<file path="src/rtl/seq_divider.sv">
// seq_divider: iterative restoring divider producing one quotient bit per clock with valid/ready handshakes
module seq_divider #(
  parameter int NUM_W = 8,
  parameter int DEN_W = 4
) (
  input  logic             clk,
  input  logic             rst_n,
  input  logic             in_valid,
  output logic             in_ready,
  input  logic [NUM_W-1:0] num,
  input  logic [DEN_W-1:0] den,
  output logic             out_valid,
  input  logic             out_ready,
  output logic [NUM_W-1:0] quo,
  output logic [DEN_W-1:0] rem,
  output logic             div_zero
);
  localparam int CW = $clog2(NUM_W + 1);
  localparam logic [1:0] IDLE = 2'd0;
  localparam logic [1:0] CALC = 2'd1;
  localparam logic [1:0] DONE = 2'd2;
  logic [1:0]       state;
  logic [NUM_W-1:0] num_q;
  logic [DEN_W-1:0] den_q;
  logic [DEN_W-1:0] part;
  logic [DEN_W:0]   shifted;
  logic [DEN_W-1:0] diff;
  logic [DEN_W-1:0] part_nxt;
  logic [NUM_W-1:0] num_nxt;
  logic             ge;
  logic [CW-1:0]    cnt;
  assign in_ready  = state == IDLE;
  assign out_valid = state == DONE;
  // One restoring step: the dividend register shifts out its MSB and fills with quotient bits
  always_comb begin
    shifted  = {part, num_q[NUM_W-1]};
    ge       = shifted >= {1'b0, den_q};
    diff     = shifted[DEN_W-1:0] - den_q;
    part_nxt = ge ? diff : shifted[DEN_W-1:0];
    num_nxt  = {num_q[NUM_W-2:0], ge};
  end
  // Handshake FSM; results are only published on the final step so outputs stay clean during CALC
  always_ff @(posedge clk) begin
    if (!rst_n) begin
      state    <= IDLE;
      num_q    <= '0;
      den_q    <= '0;
      part     <= '0;
      cnt      <= '0;
      quo      <= '0;
      rem      <= '0;
      div_zero <= 1'b0;
    end else if (state == IDLE) begin
      if (in_valid && den != '0) begin
        num_q    <= num;
        den_q    <= den;
        part     <= '0;
        cnt      <= CW'(NUM_W);
        div_zero <= 1'b0;
        state    <= CALC;
      end else if (in_valid) begin
        quo      <= '1;
        rem      <= '0;
        div_zero <= 1'b1;
        state    <= DONE;
      end
    end else if (state == CALC) begin
      part  <= part_nxt;
      num_q <= num_nxt;
      cnt   <= cnt - 1'b1;
      if (cnt == CW'(1)) begin
        quo   <= num_nxt;
        rem   <= part_nxt;
        state <= DONE;
      end
    end else if (state == DONE) begin
      if (out_ready) state <= IDLE;
    end else begin
      state <= IDLE;
    end
  end
endmodule

</file>
<file path="config.mk">
export PLATFORM = sky130hd
export DESIGN_NAME = seq_divider
export DESIGN_NICKNAME = d
export VERILOG_FILES = /design/src/rtl/seq_divider.sv
export SDC_FILE = /design/constraint.sdc
export NUM_CORES = 1
export LEC_CHECK = 0
export BUFFER_PORTS_ARGS = -buffer_cell sky130_fd_sc_hd__buf_2
export CAP_MARGIN = 10
export CORE_ASPECT_RATIO = 1.25
export CORE_MARGIN = 10
export CORE_UTILIZATION = 55
export DETAILED_ROUTE_END_ITERATION = 10
export GPL_ROUTABILITY_DRIVEN = 1
export PLACE_DENSITY = 0.79
export SYNTH_ARGS = -nofsm -noshare
export SYNTH_HDL_FRONTEND = slang
export SYNTH_SLANG_ARGS = --single-unit
export TNS_END_PERCENT = 10
</file>
<file path="constraint.sdc">
create_clock -name clk -period 2.2 [get_ports clk]
set_clock_uncertainty 0.05 [all_clocks]
set_input_delay 0.55 -clock clk [delete_from_list [all_inputs] [get_ports clk]]
set_output_delay 0.55 -clock clk [all_outputs]
set_load 0.005 [all_outputs]
</file>
Word level (Yosys, flattened, before mapping)
Cells that the tools add are included.

Bits in registers: 35. Output and inout port bits: 15.

Add/sub/neg operators: 2. $lt $le $gt $ge: 1. Equality and inequality tests: 9. Multiplexer cells: 29. Reductions and logical operators: 11.

Operator list (number): 8-bit two-way mux (8); 4-bit two-way mux (12); 2-bit two-way mux (7); 3-bit by 2-bit inequality test with 1-bit output (second input constant) (2); 2-bit AND reduction (3); 2-bit nonzero test (3); 5-bit by 4-bit greater-or-equal comparator with 1-bit output (1); 4-bit by 1-bit equality test with 1-bit output (second input constant) (1); 2-bit inequality test (second input constant) (2); 4-bit by 2-bit inequality test with 1-bit output (second input constant) (1); 4-bit AND reduction (1); 4-bit nonzero test (1); 4-bit by 1-bit subtractor with 4-bit output (second input constant) (1); 4-bit subtractor (1); 3-bit AND reduction (1); 2-bit by 1-bit equality test with 1-bit output (second input constant) (1); 2-bit equality test (second input constant) (1); 2-bit zero test (1); 1-bit two-way mux (2); 2-bit by 1-bit inequality test with 1-bit output (second input constant) (1); 1-bit logical AND (1).

Logic depth before layout (Yosys ltp)
Depth in word-level cells: 5. Mapped depth: 8. Gate-level depth less buffers: 7.

Worst setup path before layout
OpenSTA, ideal clock, no wires.

Path kind: register to register. Start point: register den_q[1]. End point: register part[3]. Setup time: 0.132 ns. Arrival: 1.622 ns. Data required time: 2.018 ns. Slack: 0.396 ns. Stages on the path, launching flop included: 8. Clock period less this slack: 1.804 ns. Path through: dfxtp_1 > inv_1 > ha_1 > and3b_1 > or3_1 > a31oi_1 > a21o_1 > a21oi_1.

Word-level cells in the longest chain between the ends: 4. Elaborated cells on any way between the ends: 5. Those cells by class: 1 x add/sub; 1 x order compare; 3 x mux.

RTL lines: start, declared (line 24) `logic [DEN_W-1:0] den_q;`; start signal, assigned (line 56) `den_q <= den;`; 4-bit subtractor or 5-bit by 4-bit greater-or-equal comparator with 1-bit output (tied branches) (line 38, 37); 4-bit two-way mux (*) (line 39) `part_nxt = ge ? diff : shifted[DEN_W-1:0];`; 4-bit two-way mux (*) (line 67) `end else if (state == CALC) begin`; 4-bit two-way mux (*) (line 53) `end else if (state == IDLE) begin`; end signal, assigned (line 68) `part <= part_nxt;`; end, declared (line 25) `logic [DEN_W-1:0] part;`.

Every way passes the cells marked *; elsewhere a longest branch is shown, timed or not. The select of a mux whose other input is x is not followed. A chain may end at the register's enable or synchronous reset.

Final worst setup path
Start point: register state[0]. End point: output port in_ready.

Word-level cells in the longest chain between the ends: 1.

RTL lines: start, declared (line 22) `logic [1:0] state;`; start signal, assigned (line 45) `state <= IDLE;`; start signal, assigned (line 60) `state <= CALC;`; start signal, assigned (line 65) `state <= DONE;`; 2-bit zero test (line 32) `assign in_ready = state == IDLE;`; end, declared (line 9) `output logic in_ready,`.

Every way passes these cells.

==> metrics.txt <==
number of flops mapped to enable cells by yosys=0; final wirelength=3655 um; crit path cell chain=nor2_1 -> buf_4 -> buf_2; Synth async-reset ratio=0%; row count=22; final hold vios=0; # diodes=0; syn_area_per_cell=8.740 um2; mux contribution to synthesized area=2.362%; total grt overflow=0; worst setup path class=reg -> out; TritonCTS clock tree=built; Synth cell types=42; vias in the first global route=1,468; Max clock buf depth=2; Static Leak=0.0007981 uW; Period minus WS final=2.077 ns; Vias/cell=5.701; Num Clock Sinks=35; Die W=70.42 um; Slew headroom=58.35%; Worst setup startpoint=state[0]$_SDFFE_PN0P_; commonest non-fill, non-tap cell in the layout=dfxtp_1; final slew viol count=0; slowest cell on the critical path=dfxtp_1; Final Cycle Share=94.41%; Final Core Density=65.76%; power per cell area=760.2 nW/um2; CTS Root Cell=clkbuf_4; TritonRoute pass-1 iters=4; gr usage total=12.92%; Synth Area in XOR/XNOR=1.503%; worst skew pair latency=0.35 ns; Hold Crit Start=den_q[2]$_SDFFE_PN0P_; Top delay family on crit path=buffers and inverters; Area growth, synth to finish=12.88%; commonest cells after routing, fill and taps aside=dfxtp_1, nor2_1, buf_2, nand2_1, o21ai_0; Post-Synth Adder-Cell Area=5.440%; TritonCTS Buffers=5; Core Footprint=3000 um2; Max VDD drop=473.3 uV; Yosys reg bits=35; Place WS=0.2377 ns; Yosys warnings=0; DRT iter0 DRCs=79; CP peak stage delay=0.44 ns; Placed Area=1917 um2; largest net degree at the start of global routing=29; Design Area, Final=1973 um2; RSZ-0062 raised after global routing=false; CTS HTree Levels=2; Synth Area in Compound Gates=21.05%; crit end category=output pin; Critical Path AT=1.48 ns; Die H=83.03 um; status=finished clean; maxcap violations=0; count of buffers from port buffering=30; Fin Setup TNS=0 ns; hold buffer count at CTS=0; post-synthesis simple-gate area fraction=23.91%; post-synthesis sequential area ratio=40.09%; first-pass GRT wire length=6382 um; mapped cell area=1748 um2; RePlAce Congestion=0.7652; share of cells above drive strength 1=27.19%; # setup viols final=0; PostCTS Resize Cnt=0; DR DRC count=0; post-route worst setup slack=0.1230 ns; Worst Setup Start Kind=register; worst r2r src=num_q[7]$_SDFFE_PN0P_; commonest register cell after synthesis=dfxtp_1; Initial Util=58.26%; crit path buf inv count=2; remaining antenna violation count=0; Power Total=1500 uW; CP required=1.60 ns; main combinational cell family by area after synthesis=simple AND/OR/NAND/NOR gates; Mapped Nets=223; initial antenna violation count=0; WL/cell=13.84 um; Crit Path Max Fanout=24; Worst-Margin Slew=0.6234 ns; post-CTS setup buffers=0; # IOs=31; routed via count=1,505; fmax=481.5 MHz; Die ar.=5847 um2; hold crit path type=reg -> reg; Detailed Place HPWL=2720 um; Clock transition at path regs=0.10 ns; Mapped Cells=200; nets@finish=251
-- logic make-up after synthesis --
kind of cell	count (synthesis)
buffers and inverters	21
AO/OA/AOI/OAI	49
AND/OR/NAND/NOR	81
flip-flops	35
XOR/XNOR	3
multiplexers	4
adder cells (fa/ha/maj)	7
-- path summary, 6_finish.rpt --
kind	to	slack (ns)	cells past startpoint
hold reg to reg	den_q[2]$_SDFFE_PN0P_	0.41	2
setup reg to reg	rem[0]$_SDFFE_PN0P_	0.23	7
setup / recovery	in_ready	0.12	3
hold / removal	den_q[2]$_SDFFE_PN0P_	0.41	2
-- metrics by stage --
step / instances / hold WS [ns]
2_1_floorplan: 200 / 0.3863
3_3_place_gp: 257 / 0.3993
3_5_place_dp: 257 / 0.4015
4_1_cts: 264 / 0.4150
5_1_grt: 264 / 0.4186
6_report: 264 / 0.4098
-- Yosys cell counts (4+ instances only) --
master | count | share of area [%]
a21oi_1 | 14 | 4.0
inv_1 | 7 | 1.5
buf_2 | 4 | 1.1
nor3_2 | 4 | 2.3
clkbuf_1 | 7 | 1.5
a311oi_2 | 5 | 4.3
dfxtp_1 | 35 | 40
nor2_1 | 30 | 6.4
nand2_1 | 16 | 3.4
o21ai_0 | 15 | 4.3
nor3_1 | 13 | 3.7
ha_1 | 6 | 4.3
-- layer usage --
layer	GRT usage, %	wire, um	vias to the layer above
met5	0	0	-
met4	7.706	76	0
met3	4.762	336	9
met2	20.39	1673	38
met1	14.31	1570	694
li1	-	-	764
-- area by class of cell --
class | instances | area (um2)
fillers | 269 | 1027
multi-input cells | 144 | 948.4
flip-flops and latches | 35 | 700.7
repair buffers | 34 | 192.7
clock buffers | 6 | 51.30
well taps | 36 | 45.04
inverters | 8 | 30.03
clock inverters | 1 | 5.005
-- registers in the layout, indices dropped and copies added (netlist names) --
register / cells
quo: 8
cnt: 4
den_q: 4
rem: 4
state: 2
part: 4
div_zero: 1
num_q: 8
-- power by group --
part / leakage (uW) / switching, uW / internal, uW
clock: 0.0000341 / 210 / 148
sequential: 0.000287 / 47.6 / 694
combinational: 0.000477 / 225 / 176
-- worst reg2reg max path, stage by stage, from the launching register on --
cell       delay, ns
dfxtp_1         0.34
inv_1           0.05
ha_1            0.32
nand2b_1        0.16
a2111oi_2       0.39
nor2_1          0.19
mux2i_1         0.25
a21oi_1         0.10
Power figures use the tool's default switching activity.
